### src/rtl/audio_pkg.sv
// audio_pkg: sound identifiers, note table and priority helpers for the sound scheduler.
// Rev 1.0
`default_nettype none

package audio_pkg;

  typedef enum logic [2:0] {
    NONE   = 3'd0,
    WALL   = 3'd1,
    PADDLE = 3'd2,
    POINT  = 3'd3,
    LVLUP  = 3'd4,
    WIN    = 3'd5
  } sound_e;

  typedef struct packed {
    logic [16:0] half_period;
    logic [8:0]  dur_ms;
  } note_t;

  localparam int NOTES_PER_SOUND = 4;
  localparam int NUM_SOUNDS      = 5;

  localparam note_t NO_NOTE = '{17'd0, 9'd0};

  localparam note_t [1:5][0:3] SOUND_TABLE = '{
    '{'{17'd56818, 9'd30},  NO_NOTE,               NO_NOTE,               NO_NOTE},
    '{'{17'd28409, 9'd30},  NO_NOTE,               NO_NOTE,               NO_NOTE},
    '{'{17'd47801, 9'd100}, '{17'd63776, 9'd150},  NO_NOTE,               NO_NOTE},
    '{'{17'd47801, 9'd80},  '{17'd37936, 9'd80},   '{17'd31888, 9'd160},  NO_NOTE},
    '{'{17'd47801, 9'd120}, '{17'd37936, 9'd120},  '{17'd31888, 9'd120},  '{17'd23878, 9'd400}}
  };

  // Highest priority first.
  localparam sound_e PRIORITY_ORDER [0:4] = '{WIN, LVLUP, POINT, PADDLE, WALL};

  // Pending-register bit for a sound: bit (s-1).
  function automatic logic [4:0] sound_mask(input sound_e s);
    logic [4:0] m;
    m = '0;
    if (s != NONE && s <= WIN) m[3'(s) - 3'd1] = 1'b1;
    return m;
  endfunction

  function automatic sound_e pick_winner(input logic [4:0] pend);
    sound_e w;
    w = NONE;
    for (int i = NUM_SOUNDS - 1; i >= 0; i--) begin
      if ((pend & sound_mask(PRIORITY_ORDER[i])) != 5'd0) w = PRIORITY_ORDER[i];
    end
    return w;
  endfunction

  function automatic note_t note_lookup(input sound_e s, input logic [1:0] idx);
    note_t n;
    n = NO_NOTE;
    if (s != NONE && s <= WIN) n = SOUND_TABLE[3'(s)][idx];
    return n;
  endfunction

endpackage

`default_nettype wire

### src/rtl/audio_tick_gen.sv
// audio_tick_gen: restartable 1 ms strobe; first tick lands TICK_CYCLES cycles after restart.
// Rev 1.0
`default_nettype none

module audio_tick_gen #(
  parameter int TICK_CYCLES = 50000
) (
  input  logic clk,
  input  logic reset,
  input  logic restart,
  output logic tick
);

  localparam int CW = (TICK_CYCLES > 1) ? $clog2(TICK_CYCLES) : 1;
  localparam logic [CW-1:0] LAST = CW'(TICK_CYCLES - 1);

  logic [CW-1:0] cnt;

  always_ff @(posedge clk) begin
    if (reset || restart) begin
      cnt <= '0;
    end else if (cnt == LAST) begin
      cnt <= '0;
    end else begin
      cnt <= cnt + 1'b1;
    end
  end

  assign tick = (cnt == LAST);

endmodule

`default_nettype wire

### src/rtl/sound_scheduler.sv
// sound_scheduler: latches sound events, picks the highest-priority one and plays its notes.
// Rev 1.0
`default_nettype none

module sound_scheduler
  import audio_pkg::*;
#(
  parameter int TICK_CYCLES = 50000,
  parameter int GAP_MS      = 2
) (
  input  logic        clk,
  input  logic        reset,
  input  logic        wall_hit,
  input  logic        paddle_hit,
  input  logic        point,
  input  logic        win,
  input  logic        lvl_up,
  input  logic        mute,
  output logic        tone_on,
  output logic [16:0] tone_half_period,
  output logic [2:0]  cur_sound,
  output logic        busy
);

  typedef enum logic [1:0] {
    S_IDLE = 2'd0,
    S_LOAD = 2'd1,
    S_PLAY = 2'd2,
    S_GAP  = 2'd3
  } state_t;

  localparam logic [8:0] GAP_LAST = 9'(GAP_MS - 1);

  state_t      state, state_nxt;
  sound_e      cur_q, cur_nxt;
  logic [1:0]  idx, idx_nxt;
  logic [8:0]  ms_cnt, ms_nxt;
  logic [4:0]  pending, pending_nxt, set_mask, clr_mask;
  logic        win_seen;
  logic        tick, restart, preempt, has_next;
  sound_e      winner;
  note_t       note, next_note;

  audio_tick_gen #(.TICK_CYCLES(TICK_CYCLES)) u_tick (
    .clk     (clk),
    .reset   (reset),
    .restart (restart),
    .tick    (tick)
  );

  assign winner    = pick_winner(pending);
  assign note      = note_lookup(cur_q, idx);
  assign next_note = note_lookup(cur_q, idx + 2'd1);
  assign has_next  = (idx != 2'd3) && (next_note != NO_NOTE);
  assign set_mask  = mute ? 5'd0 : {win, lvl_up, point, paddle_hit, wall_hit};

  // WIN must have been pending for a full cycle before it aborts another sound.
  assign preempt = pending[4] && win_seen && !mute && (cur_q != WIN) &&
                   ((state == S_PLAY) || (state == S_GAP));

  always_comb begin
    state_nxt = state;
    cur_nxt   = cur_q;
    idx_nxt   = idx;
    ms_nxt    = ms_cnt;
    clr_mask  = 5'd0;
    restart   = 1'b0;
    case (state)
      S_IDLE: begin
        if (pending != 5'd0 && !mute) begin
          state_nxt = S_LOAD;
          cur_nxt   = winner;
          clr_mask  = sound_mask(winner);
          idx_nxt   = 2'd0;
        end
      end
      S_LOAD: begin
        restart   = 1'b1;
        ms_nxt    = 9'd0;
        state_nxt = S_PLAY;
      end
      S_PLAY: begin
        if (tick) begin
          if (ms_cnt == note.dur_ms - 9'd1) begin
            ms_nxt    = 9'd0;
            state_nxt = S_GAP;
          end else begin
            ms_nxt = ms_cnt + 9'd1;
          end
        end
      end
      S_GAP: begin
        if (tick) begin
          if (ms_cnt == GAP_LAST) begin
            ms_nxt = 9'd0;
            if (has_next) begin
              state_nxt = S_LOAD;
              idx_nxt   = idx + 2'd1;
            end else begin
              state_nxt = S_IDLE;
              cur_nxt   = NONE;
            end
          end else begin
            ms_nxt = ms_cnt + 9'd1;
          end
        end
      end
      default: state_nxt = S_IDLE;
    endcase

    if (preempt) begin
      state_nxt = S_LOAD;
      cur_nxt   = WIN;
      idx_nxt   = 2'd0;
      clr_mask  = sound_mask(WIN);
    end

    if (mute && state != S_IDLE) begin
      state_nxt = S_IDLE;
      cur_nxt   = NONE;
      clr_mask  = 5'd0;
    end

    pending_nxt = (pending & ~clr_mask) | set_mask;
  end

  always_ff @(posedge clk) begin
    if (reset) begin
      state            <= S_IDLE;
      cur_q            <= NONE;
      idx              <= 2'd0;
      ms_cnt           <= 9'd0;
      pending          <= 5'd0;
      win_seen         <= 1'b0;
      tone_on          <= 1'b0;
      tone_half_period <= 17'd0;
      busy             <= 1'b0;
    end else begin
      state            <= state_nxt;
      cur_q            <= cur_nxt;
      idx              <= idx_nxt;
      ms_cnt           <= ms_nxt;
      pending          <= pending_nxt;
      win_seen         <= pending[4];
      tone_on          <= (state_nxt == S_PLAY);
      tone_half_period <= (state_nxt == S_PLAY) ? note.half_period : 17'd0;
      busy             <= (state_nxt != S_IDLE);
    end
  end

  assign cur_sound = cur_q;

endmodule

`default_nettype wire

### config.mk
export PLATFORM = sky130hd
export DESIGN_NAME = sound_scheduler
export DESIGN_NICKNAME = d
export VERILOG_FILES = /design/src/rtl/audio_pkg.sv /design/src/rtl/audio_tick_gen.sv /design/src/rtl/sound_scheduler.sv
export SDC_FILE = /design/constraint.sdc
export NUM_CORES = 1
export LEC_CHECK = 0
export ABC_AREA = 1
export ABC_CLOCK_PERIOD_IN_PS = 7850
export CORE_MARGIN = 4
export CORE_UTILIZATION = 62
export CTS_BUF_LIST = sky130_fd_sc_hd__clkbuf_4 sky130_fd_sc_hd__clkbuf_8 sky130_fd_sc_hd__clkbuf_16
export CTS_CLUSTER_DIAMETER = 60
export DETAILED_ROUTE_END_ITERATION = 10
export PLACE_DENSITY = 0.85
export SLEW_MARGIN = 0
export SYNTH_ARGS = -nofsm -noshare
export SYNTH_HDL_FRONTEND = slang
export SYNTH_HIERARCHICAL = 1
export SYNTH_SLANG_ARGS = --single-unit
### constraint.sdc
create_clock -name clk -period 7.85 [get_ports clk]
set_input_delay 1.1775 -clock clk [delete_from_list [all_inputs] [get_ports clk]]
set_output_delay 1.1775 -clock clk [all_outputs]
set_load 0.02 [all_outputs]
==> out/summary.txt, run 1 <==
Status: complete, no violations
Req. time, crit path: 8.04 ns
Post-synth EDFFs: 0
Delay-heaviest family, CP: simple AND/OR/NAND/NOR gates
DRT Pass-1 Iters: 5
Worst Path Buf+Inv: 1
CP startpoint kind: register
Worst Tran Pin Value: 0.704 ns
Crit Path Class: reg -> reg
Clock Latency Late Sink: 0.31 ns
# DRC: 0
Max rail drop VDD: 0.000124 V
Cts hold-fix bufs: 0
Setup violations, final: 0
Fin. Hold Viols: 0
# port buffers: 28
I/O pins: 30
Crit path cell chain: inv_2 -> nand2_1 -> nand2_2 -> nand2_2 -> ha_1 -> xnor2_1 -> nor2_2 -> nand3_1 -> a21oi_1 -> nand2_1 -> nor3_2 -> nand4_1 -> nand2_1 -> nand2_1 -> nand2_2 -> nand2_4 -> nand3_4 -> nor2_1
Most frequent cells in the layout: 110 x nand2_1, 66 x nor2_1, 59 x inv_1, 54 x dfxtp_1, 37 x a21oi_1
Post-route setup TNS: 0 ns
Synth Warn #: 6
Root Driver: clkbuf_8
Via count of the first global-routing pass: 2870
Top cells by area, synth: dfxtp_1 32%, nand2_1 12%, nor2_1 7.3%, inv_1 6.5%, a21oi_1 5.5%
Max-Slew Margin vs Limit: 0.529
Multi-input gate area: 1930 um^2
Synth top area share: 0.320
Core footprint: 5200 um^2
Data arrival, critical path: 3.33 ns
Syn Nets: 510
DIE HEIGHT: 81.9 um
TritonCTS clock tree: yes
CP dominant cell by count: nand2_1
Antenna violations before repair: 0
Clock Sink Count: 54
Area Overhead vs Synth: 9.47%
Vias per inst: 5.39
Place WS: 4.63 ns
Antenna viol nets, final: 0
Diodes inserted: 0
Largest stage delay, worst path: 0.76 ns
Total GRT Usage: 0.217
Fill cells: 449
Synth unique cells: 42
Final Critical Period: 3.13 ns
Clock tree buffer depth: 2
Period utilisation layout: 0.399
Post-CTS setup buffers: 0
Top FF cell, synth: dfxtp_1
Seq/Total Area, Yosys: 0.320
Maximum number of pins on one net before global-route repair: 21
Nets: 531
CP max-delay cell: dfxtp_1
First-pass GRT wire length: 11.6 mm
Syn Std Cell Area: 3380 um^2
CTS buffer count: 5
Total of max-cap violations: 0
1st-iter DRT viols: 213
Reg clk slew, reported paths: 0.09 ns
Synth Register Bits: 54
PwrDens: 193 nW/um^2
Synthesized area per cell: 6.85 um^2
Hold WC Path Type: reg -> reg
Final GP Congestion: 0.935
Die area: 6700 um^2
Final setup margin: 4.72 ns
Element type at the critical path end: register
RSZ-0062 raised after global routing: false
Pleak: 1.47 nW
Crit path max fanout: 14
Final WL: 6.80 mm
# rows: 26
Post-CTS sizing: 0
Final Max Tran Viols: 0
Commonest non-fill, non-tap cell in the layout: nand2_1
FF/Latch Area: 1080 um^2
Fin Clk Skew: 0.00615 ns
Post-Syn Instances: 494
Via count: 3152
Layout cell share with drive strength beyond 1: 0.107
Starting Density: 0.650
GRT overflow: 0
Leading area contributor after synthesis: dfxtp_1
Die width: 81.9 um
WL per Instance: 11.6 um
Post-DP HPWL: 5.34 mm
H-tree depth: 2
Maximum clock rate: 0.319 GHz
Async SR Flop Fraction: 0
## final cells by class
| cell class | instances | share of cell area |
|---|---|---|
| clock buffers | 5 | 0.0186 |
| clock inverters | 2 | 0.00372 |
| inverters | 64 | 0.0652 |
| multi-input cells | 362 | 0.521 |
| flip-flops and latches | 54 | 0.292 |
| well taps | 70 | 0.0236 |
| repair buffers | 28 | 0.0757 |
## worst reg2reg max path, delay by kind of cell, from the launching register on
kind	cells	cell delay, ns
and+or+nand+nor	14	1.62
adders and majority gates	1	0.24
xor gates and xnor gates	1	0.14
AOI/OAI and AO/OA	1	0.11
DFF	1	0.76
buffers and inverters	1	0.15
## power breakdown
group / switching, W / total, W / internal [W]
Combinational: 0.000168 / 0.000255 / 0.0000874
Clock: 0.0000892 / 0.000151 / 0.0000618
Sequential: 0.0000225 / 0.000309 / 0.000286
## state kept, by name (all words and copies together), names as in the netlist, 2 cells and up
name              cells
idx                   2
ms_cnt                9
tone_half_period     14
u_tick/cnt           16
cur_sound             3
pending               5
state                 2
## cell usage after synthesis, types with 2 or more instances
cell type and n:
nand2_1 110, nor2_1 66, inv_1 59, dfxtp_1 54, a21oi_1 37, nand3_1 33, o21ai_0 18, nand2_2 13
nand4_1 13, nor2_4 11, nor3_1 9, ha_1 8, xor2_1 6, buf_4 5, nand3_2 5, inv_2 4
a211oi_1 3, nand3_4 3, nor2_2 3, o211ai_1 3, or2_2 3, a31oi_1 2, buf_6 2, buf_8 2
clkbuf_1 2, nand2_4 2, o21ai_1 2, xnor2_1 2
## metrics by stage
step / instance area [um^2] / power (W) / hold slack [ns] / instances / utilization
3_5_place_dp: 3620 / 0.000567 / 0.460 / 578 / 0.696
2_1_floorplan: 3380 / 0.000524 / 0.430 / 494 / -
4_1_cts: 3700 / 0.000718 / 0.474 / 585 / 0.712
5_1_grt: 3700 / 0.000763 / 0.497 / 585 / 0.712
3_3_place_gp: 3620 / 0.000559 / 0.444 / 578 / 0.696
6_report: 3700 / 0.000715 / 0.470 / 585 / 0.712
## final timing paths
path              cells past startpoint                               to                      start  slack [ns]
setup reg to reg                     18  tone_half_period[15]$_SDFF_PP0_  cur_sound[2]$_SDFFE_PP0P_        4.72
setup / recovery                     18  tone_half_period[15]$_SDFF_PP0_  cur_sound[2]$_SDFFE_PP0P_        4.72
hold / removal                        2           ms_cnt[8]$_SDFFE_PP0P_     ms_cnt[8]$_SDFFE_PP0P_        0.47
hold reg to reg                       2           ms_cnt[8]$_SDFFE_PP0P_     ms_cnt[8]$_SDFFE_PP0P_        0.47
## logic make-up after synthesis
| family | Yosys count | synth area share |
|---|---|---|
| xor+xnor | 8 | 0.0207 |
| other cells | 1 | 0.00111 |
| fa+ha+maj | 8 | 0.0296 |
| flops | 54 | 0.320 |
| compound gates | 71 | 0.118 |
| buf+inv | 78 | 0.110 |
| simple gates | 274 | 0.401 |
## routing by layer
layer | global-route usage | part of all wire | wire (um) | vias up
li1 | - | - | - | 1627
met1 | 0.247 | 0.43 | 2920 | 1404
met2 | 0.385 | 0.49 | 3350 | 97
met3 | 0.0471 | 0.052 | 354 | 24
met4 | 0.0947 | 0.026 | 177 | 0
met5 | 0 | 0 | 0 | -
Note: power is estimated with default switching activity, not from simulation.
==> run 2, diff against run 1 <==
Settings changed: ABC_CLOCK_PERIOD_IN_PS 7850 to 2850, CORE_UTILIZATION 62 to 52, PLACE_DENSITY 0.85 to 0.76.
Clock period 7.85 ns to 2.85 ns, I/O delays scaled along.
==> run 2 against run 1 <==
Net effect:
- non-clock buffer count increased by 20
- utilization decreased by 8.6 points
- cell count rose by 4.8%
- combinational power increased to 3.4 times the previous value
- total power rose to 3.0 times the previous value
- critical path type unchanged
==> out/summary.txt, run 2 (synthesis results as in run 1) <==
1st-iter DRT viols: 156 (was 213)
Maximum clock rate: 0.365 GHz (was 0.319 GHz)
WL per Instance: 12.7 um (was 11.6 um)
Fin Clk Skew: 0.00939 ns (was 0.00615 ns)
Diodes inserted: 0 (unchanged)
Area Overhead vs Synth: 17.4% (was 9.47%)
Element type at the critical path end: register (unchanged)
Via count: 3232 (was 3152)
DRT Pass-1 Iters: 5 (unchanged)
TritonCTS clock tree: yes (unchanged)
Crit path max fanout: 8 (was 14)
First-pass GRT wire length: 12.6 mm (was 11.6 mm)
Fill cells: 583 (was 449)
Vias per inst: 5.27 (was 5.39)
CTS buffer count: 5 (unchanged)
PwrDens: 545 nW/um^2 (was 193 nW/um^2)
Final WL: 7.80 mm (was 6.80 mm)
Req. time, crit path: 3.06 ns (was 8.04 ns)
Clock Sink Count: 54 (unchanged)
Core footprint: 6350 um^2 (was 5200 um^2)
Total of max-cap violations: 0 (unchanged)
Top Registers: u_tick/cnt: 16 flops, tone_half_period: 14 flops, ms_cnt: 9 flops (unchanged)
Post-DP HPWL: 5.76 mm (was 5.34 mm)
Final Max Tran Viols: 0 (unchanged)
Internal Dissipation: 0.00131 W (was 0.000436 W)
I/O pins: 30 (unchanged)
RSZ-0062 raised after global routing: true (was false)
Reg2Reg Depth: 20 (was 18)
Crit path cell chain: buf_4 -> nand2_2 -> nand2_1 -> nor2_2 -> nand2_4 -> ha_4 -> xnor2_2 -> nor2_2 -> nand3_1 -> a21oi_2 -> nand2_1 -> nor3_2 -> nand4_1 -> nand2_1 -> nand2_1 -> nand2_2 -> nand2_4 -> nand3_4 -> buf_4 -> nor2_4 (was inv_2 -> nand2_1 -> nand2_2 -> nand2_2 -> ha_1 -> xnor2_1 -> nor2_2 -> nand3_1 -> a21oi_1 -> nand2_1 -> nor3_2 -> nand4_1 -> nand2_1 -> nand2_1 -> nand2_2 -> nand2_4 -> nand3_4 -> nor2_1)
Worst Path Buf+Inv: 2 (was 1)
Via count of the first global-routing pass: 2923 (was 2870)
Pleak: 1.60 nW (was 1.47 nW)
# DRC: 0 (unchanged)
Max rail drop VDD: 0.000383 V (was 0.000124 V)
Comb pwr share: 0.400 (was 0.357)
Final setup margin: 0.107 ns (was 4.72 ns)
# rows: 29 (was 26)
Cts hold-fix bufs: 0 (unchanged)
FF/Latch Area: 1090 um^2 (was 1080 um^2)
Final total power: 0.00217 W (was 0.000715 W)
Final Critical Period: 2.74 ns (was 3.13 ns)
Crit Path Class: reg -> reg (unchanged)
Multi-input gate area: 2000 um^2 (was 1930 um^2)
GRT overflow: 0 (unchanged)
Largest register FFs: 16 (unchanged)
Clock Latency Late Sink: 0.32 ns (was 0.31 ns)
Die area: 7860 um^2 (was 6700 um^2)
Post-route cell area: 3970 um^2 (was 3700 um^2)
Final Non-Filler Cells: 613 (was 585)
Data arrival, critical path: 2.96 ns (was 3.33 ns)
Die width: 88.7 um (was 81.9 um)
Min-Delay Path Depth: 1 (was 2)
Placed cell area: 3720 um^2 (was 3620 um^2)
Switch Pwr: 0.000859 W (was 0.000279 W)
CP startpoint kind: register (unchanged)
Fin. Hold Viols: 0 (unchanged)
Antenna violations before repair: 0 (unchanged)
Reg clk slew, reported paths: 0.11 ns (was 0.09 ns)
Reg with most FFs: u_tick/cnt (unchanged)
Maximum number of pins on one net before global-route repair: 20 (was 21)
Period utilisation layout: 0.962 (was 0.399)
Most frequent cells in the layout: 106 x nand2_1, 65 x nor2_1, 59 x inv_1, 50 x dfxtp_1, 36 x a21oi_1 (was 110 x nand2_1, 66 x nor2_1, 59 x inv_1, 54 x dfxtp_1, 37 x a21oi_1)
Sw frac: 0.397 (was 0.391)
Place WS: 0.121 ns (was 4.63 ns)
Reg power frac: 0.385 (was 0.432)
Root Driver: clkbuf_8 (unchanged)
Status: complete, no violations (unchanged)
Commonest non-fill, non-tap cell in the layout: nand2_1 (unchanged)
CP Depth: 20 (was 18)
Layout cell share with drive strength beyond 1: 0.166 (was 0.107)
# port buffers: 28 (unchanged)
Max-Slew Margin vs Limit: 0.633 (was 0.529)
Largest stage delay, worst path: 0.38 ns (was 0.76 ns)
CP dominant cell by count: nand2_1 (unchanged)
Hold WC Path Type: reg -> reg (unchanged)
CP max-delay cell: dfxtp_4 (was dfxtp_1)
Antenna viol nets, final: 0 (unchanged)
Clock tree buffer depth: 2 (unchanged)
Final GP Congestion: 0.931 (was 0.935)
Starting Density: 0.533 (was 0.650)
H-tree depth: 2 (unchanged)
Inst Count DP: 597 (was 578)
Worst Tran Pin Value: 0.545 ns (was 0.704 ns)
Final design utilization: 0.626 (was 0.712)
Clock share of power: 0.215 (was 0.211)
Nets: 551 (was 531)
Delay-heaviest family, CP: simple AND/OR/NAND/NOR gates (unchanged)
Setup violations, final: 0 (unchanged)
Total GRT Usage: 0.202 (was 0.217)
DIE HEIGHT: 88.7 um (was 81.9 um)
-- run 2: cell type report --
type | count | area share
flip-flops and latches | 54 | 0.275
clock inverters | 3 | 0.00724
repair buffers | 48 | 0.112
well taps | 77 | 0.0243
inverters | 64 | 0.0608
clock buffers | 5 | 0.0173
multi-input cells | 362 | 0.503
-- run 2: final timing paths --
check	slack [ns]	from	end
hold / removal	0.48	u_tick/cnt[0]$_SDFF_PP0_	u_tick/cnt[0]$_SDFF_PP0_
hold reg to reg	0.48	u_tick/cnt[0]$_SDFF_PP0_	u_tick/cnt[0]$_SDFF_PP0_
setup / recovery	0.11	cur_sound[1]$_SDFFE_PP0P_	tone_half_period[5]$_SDFF_PP0_
setup reg to reg	0.11	cur_sound[1]$_SDFFE_PP0P_	tone_half_period[5]$_SDFF_PP0_
-- run 2: worst reg2reg max path: stages (launching register included) --
cell     delay, ns
dfxtp_4       0.38
buf_4         0.15
nand2_2       0.07
nand2_1       0.09
nor2_2        0.19
nand2_4       0.09
ha_4          0.25
xnor2_2       0.13
nor2_2        0.11
nand3_1       0.08
a21oi_2       0.11
nand2_1       0.08
nor3_2        0.20
nand4_1       0.11
nand2_1       0.07
nand2_1       0.06
nand2_2       0.08
nand2_4       0.07
nand3_4       0.12
buf_4         0.17
nor2_4        0.03
-- run 2: timing repair --
item                       CTS  global route
setup endpoints to repair    0            24
resized for setup            0            21
buffers inserted             0             8
-- run 2: metal layers --
metal,vias to the layer above,track usage,wire (um)
li1,1666,-,-
met1,1439,0.248,3440
met2,96,0.334,3670
met3,31,0.0326,335
met4,0,0.118,352
met5,-,0,0
-- run 2: power groups by stage --
stage | clock network, W | registers (W) | logic [W]
6_report | 0.000465 | 0.000833 | 0.000867
5_1_grt | 0.000510 | 0.000840 | 0.000954
4_1_cts | 0.000481 | 0.000829 | 0.000764
3_5_place_dp | 0 | 0.000847 | 0.000757
3_3_place_gp | 0 | 0.000844 | 0.000745
2_1_floorplan | 0 | 0.000853 | 0.000591
-- run 2: through the flow --
step | setup TNS, ns | hold WS [ns]
global route | -0.737 | 0.510
CTS | 0 | 0.480
detailed placement | 0 | 0.463
global placement | 0 | 0.444
finish | 0 | 0.483
floorplan | 0 | 0.430
==> run 3, diff against run 2 <==
Settings changed: CELL_PAD_IN_SITES_DETAIL_PLACEMENT from default to 1, CELL_PAD_IN_SITES_GLOBAL_PLACEMENT from default to 1, CORE_UTILIZATION 52 to 38, PLACE_DENSITY 0.76 to default, PLACE_DENSITY_LB_ADDON from default to 0.1.
==> run 3 against run 2 <==
Net effect:
- clock-buffer cell count unchanged
- cell count up 5.4%
- register-to-register slack better by 0.07 ns
- largest power group unchanged
- die area up 33%
- via count up 0.43%
==> out/summary.txt, run 3 (synthesis results as in run 1) <==
Die area: 10500 um^2 (was 7860 um^2)
Reg with most FFs: u_tick/cnt (unchanged)
Pleak: 1.60 nW (about the same)
Crit Path Class: reg -> reg (unchanged)
Top Registers: u_tick/cnt: 16 flops, tone_half_period: 14 flops, ms_cnt: 9 flops (unchanged)
Total of max-cap violations: 0 (unchanged)
H-tree depth: 2 (unchanged)
Total GRT Usage: 0.182 (was 0.202)
Starting Density: 0.390 (was 0.533)
Inst Count DP: 628 (was 597)
R2r setup slk: 0.17 ns (was 0.11 ns)
I/O pins: 30 (unchanged)
Fin. Hold Viols: 0 (unchanged)
Final Non-Filler Cells: 646 (was 613)
CP max-delay cell: dfxtp_2 (was dfxtp_4)
Multi-input gate area: 1980 um^2 (was 2000 um^2)
Req. time, crit path: 3.04 ns (was 3.06 ns)
Reg clk slew, reported paths: 0.10 ns (was 0.11 ns)
Setup violations, final: 0 (unchanged)
Delay-heaviest family, CP: simple AND/OR/NAND/NOR gates (unchanged)
Area Overhead vs Synth: 18.5% (was 17.4%)
Worst hold start: u_tick/cnt[0]$_SDFF_PP0_ (unchanged)
Hold WC Path Type: reg -> reg (unchanged)
Reg2Reg Depth: 20 (unchanged)
TritonCTS clock tree: yes (unchanged)
Reg2reg start: cur_sound[2]$_SDFFE_PP0P_ (was cur_sound[1]$_SDFFE_PP0P_)
DRT Pass-1 Iters: 4 (was 5)
# rows: 34 (was 29)
Root Driver: clkbuf_8 (unchanged)
First-pass GRT wire length: 15.4 mm (was 12.6 mm)
Cts hold-fix bufs: 0 (unchanged)
Clock Sink Count: 54 (unchanged)
Maximum number of pins on one net before global-route repair: 20 (unchanged)
Largest register FFs: 16 (unchanged)
Diodes inserted: 0 (unchanged)
Hold worst-path end: u_tick/cnt[0]$_SDFF_PP0_ (unchanged)
Worst Path Buf+Inv: 2 (unchanged)
Via count: 3246 (was 3232)
Vias per inst: 5.02 (was 5.27)
Crit path max fanout: 8 (unchanged)
Clock tree buffer depth: 2 (unchanged)
# port buffers: 28 (unchanged)
Commonest non-fill, non-tap cell in the layout: nand2_1 (unchanged)
Fin Clk Skew: 0.00841 ns (was 0.00939 ns)
Period utilisation layout: 0.939 (was 0.962)
Antenna violations before repair: 0 (unchanged)
Nets: 554 (was 551)
Core footprint: 8680 um^2 (was 6350 um^2)
Min-Delay Path Depth: 1 (unchanged)
Fill cells: 1146 (was 583)
Max-Slew Margin vs Limit: 0.569 (was 0.633)
# DRC: 0 (unchanged)
PwrDens: 530 nW/um^2 (was 545 nW/um^2)
Reg-to-reg endpoint: tone_half_period[10]$_SDFF_PP0_ (was tone_half_period[5]$_SDFF_PP0_)
Maximum clock rate: 0.374 GHz (was 0.365 GHz)
Final Max Tran Viols: 0 (unchanged)
Element type at the critical path end: register (unchanged)
Min Hold Slack: 0.474 ns (was 0.483 ns)
WL per Instance: 14.3 um (was 12.7 um)
Data arrival, critical path: 2.87 ns (was 2.96 ns)
Die width: 102 um (was 88.7 um)
Worst Tran Pin Value: 0.645 ns (was 0.545 ns)
CP startpoint kind: register (unchanged)
DIE HEIGHT: 102 um (was 88.7 um)
Max rail drop VDD: 0.000324 V (was 0.000383 V)
Post-route setup TNS: 0 ns (unchanged)
Final Critical Period: 2.68 ns (was 2.74 ns)
Final WL: 9.23 mm (was 7.80 mm)
Most frequent cells in the layout: 107 x nand2_1, 64 x nor2_1, 59 x inv_1, 49 x dfxtp_1, 37 x a21oi_1 (was 106 x nand2_1, 65 x nor2_1, 59 x inv_1, 50 x dfxtp_1, 36 x a21oi_1)
Layout cell share with drive strength beyond 1: 0.167 (was 0.166)
CTS buffer count: 5 (unchanged)
CP dominant cell by count: nand2_1 (unchanged)
Final GP Congestion: 0.855 (was 0.931)
Largest stage delay, worst path: 0.35 ns (was 0.38 ns)
Antenna viol nets, final: 0 (unchanged)
Final design utilization: 0.462 (was 0.626)
Crit path cell chain: buf_6 -> nor2_8 -> nand3_4 -> nand2_4 -> nand2_2 -> ha_4 -> xnor2_1 -> nor2_2 -> nand3_1 -> a21oi_1 -> nand2_1 -> nor3_2 -> nand4_1 -> nand2_1 -> nand2_1 -> nand2_2 -> nand2_4 -> nand3_4 -> buf_12 -> nor2_4 (was buf_4 -> nand2_2 -> nand2_1 -> nor2_2 -> nand2_4 -> ha_4 -> xnor2_2 -> nor2_2 -> nand3_1 -> a21oi_2 -> nand2_1 -> nor3_2 -> nand4_1 -> nand2_1 -> nand2_1 -> nand2_2 -> nand2_4 -> nand3_4 -> buf_4 -> nor2_4)
Via count of the first global-routing pass: 3185 (was 2923)
RSZ-0062 raised after global routing: false (was true)
Clock Latency Late Sink: 0.30 ns (was 0.32 ns)
GRT overflow: 0 (unchanged)
Post-DP HPWL: 7.21 mm (was 5.76 mm)
Status: complete, no violations (unchanged)
1st-iter DRT viols: 97 (was 156)
FF/Latch Area: 1090 um^2 (about the same)
==> run 3: power by group <==
part | internal (W) | switching (W) | leakage (nW)
clock network | 0.000166 | 0.000258 | 0.0438
registers | 0.000793 | 0.0000408 | 0.440
logic | 0.000327 | 0.000540 | 1.12
==> run 3: layout make-up <==
cell class,instances,share of cell area
clock inverters,2,0.00250
clock buffers,5,0.0172
well taps,108,0.0337
repair buffers,51,0.121
inverters,64,0.0602
multi-input cells,362,0.493
flip-flops and latches,54,0.272
==> run 3: how the worst max path moves through the flow <==
stage / from / endpoint / slack, ns / cells past startpoint
floorplan: cur_sound[1]$_SDFFE_PP0P_ / tone_half_period[5]$_SDFF_PP0_ / 0.26 / 21
global placement: cur_sound[1]$_SDFFE_PP0P_ / tone_half_period[1]$_SDFF_PP0_ / 0.18 / 19
detailed placement: cur_sound[1]$_SDFFE_PP0P_ / tone_half_period[15]$_SDFF_PP0_ / 0.04 / 19
CTS: cur_sound[1]$_SDFFE_PP0P_ / tone_half_period[15]$_SDFF_PP0_ / 0.003 / 19
global route: cur_sound[2]$_SDFFE_PP0P_ / tone_half_period[10]$_SDFF_PP0_ / 0.03 / 20
finish: cur_sound[2]$_SDFFE_PP0P_ / tone_half_period[10]$_SDFF_PP0_ / 0.17 / 20
==> run 3: timing repair <==
| action | in CTS | in global routing |
|---|---|---|
| resized for setup | 0 | 18 |
| endpoints found under the setup margin | 0 | 24 |
| buffers inserted | 0 | 11 |
==> run 3: stage by stage <==
step	setup slack, ns	instance area [um^2]	total power [W]
after detailed placement	0.0364	3760	0.00163
after global routing	0.0263	4010	0.00229
after CTS	0.00258	3840	0.00207
final	0.173	4010	0.00213
after floorplan	0.265	3380	0.00144
after global placement	0.177	3760	0.00161
==> run 3: layer usage <==
layer  routed length, um  GRT usage  share of wire  vias up
li1                    -          -              -     1673
met1                4330      0.239           0.47     1518
met2                4560      0.317           0.49       47
met3                 198     0.0253          0.021        8
met4                 136     0.0394          0.015        0
met5                   0          0              0        -
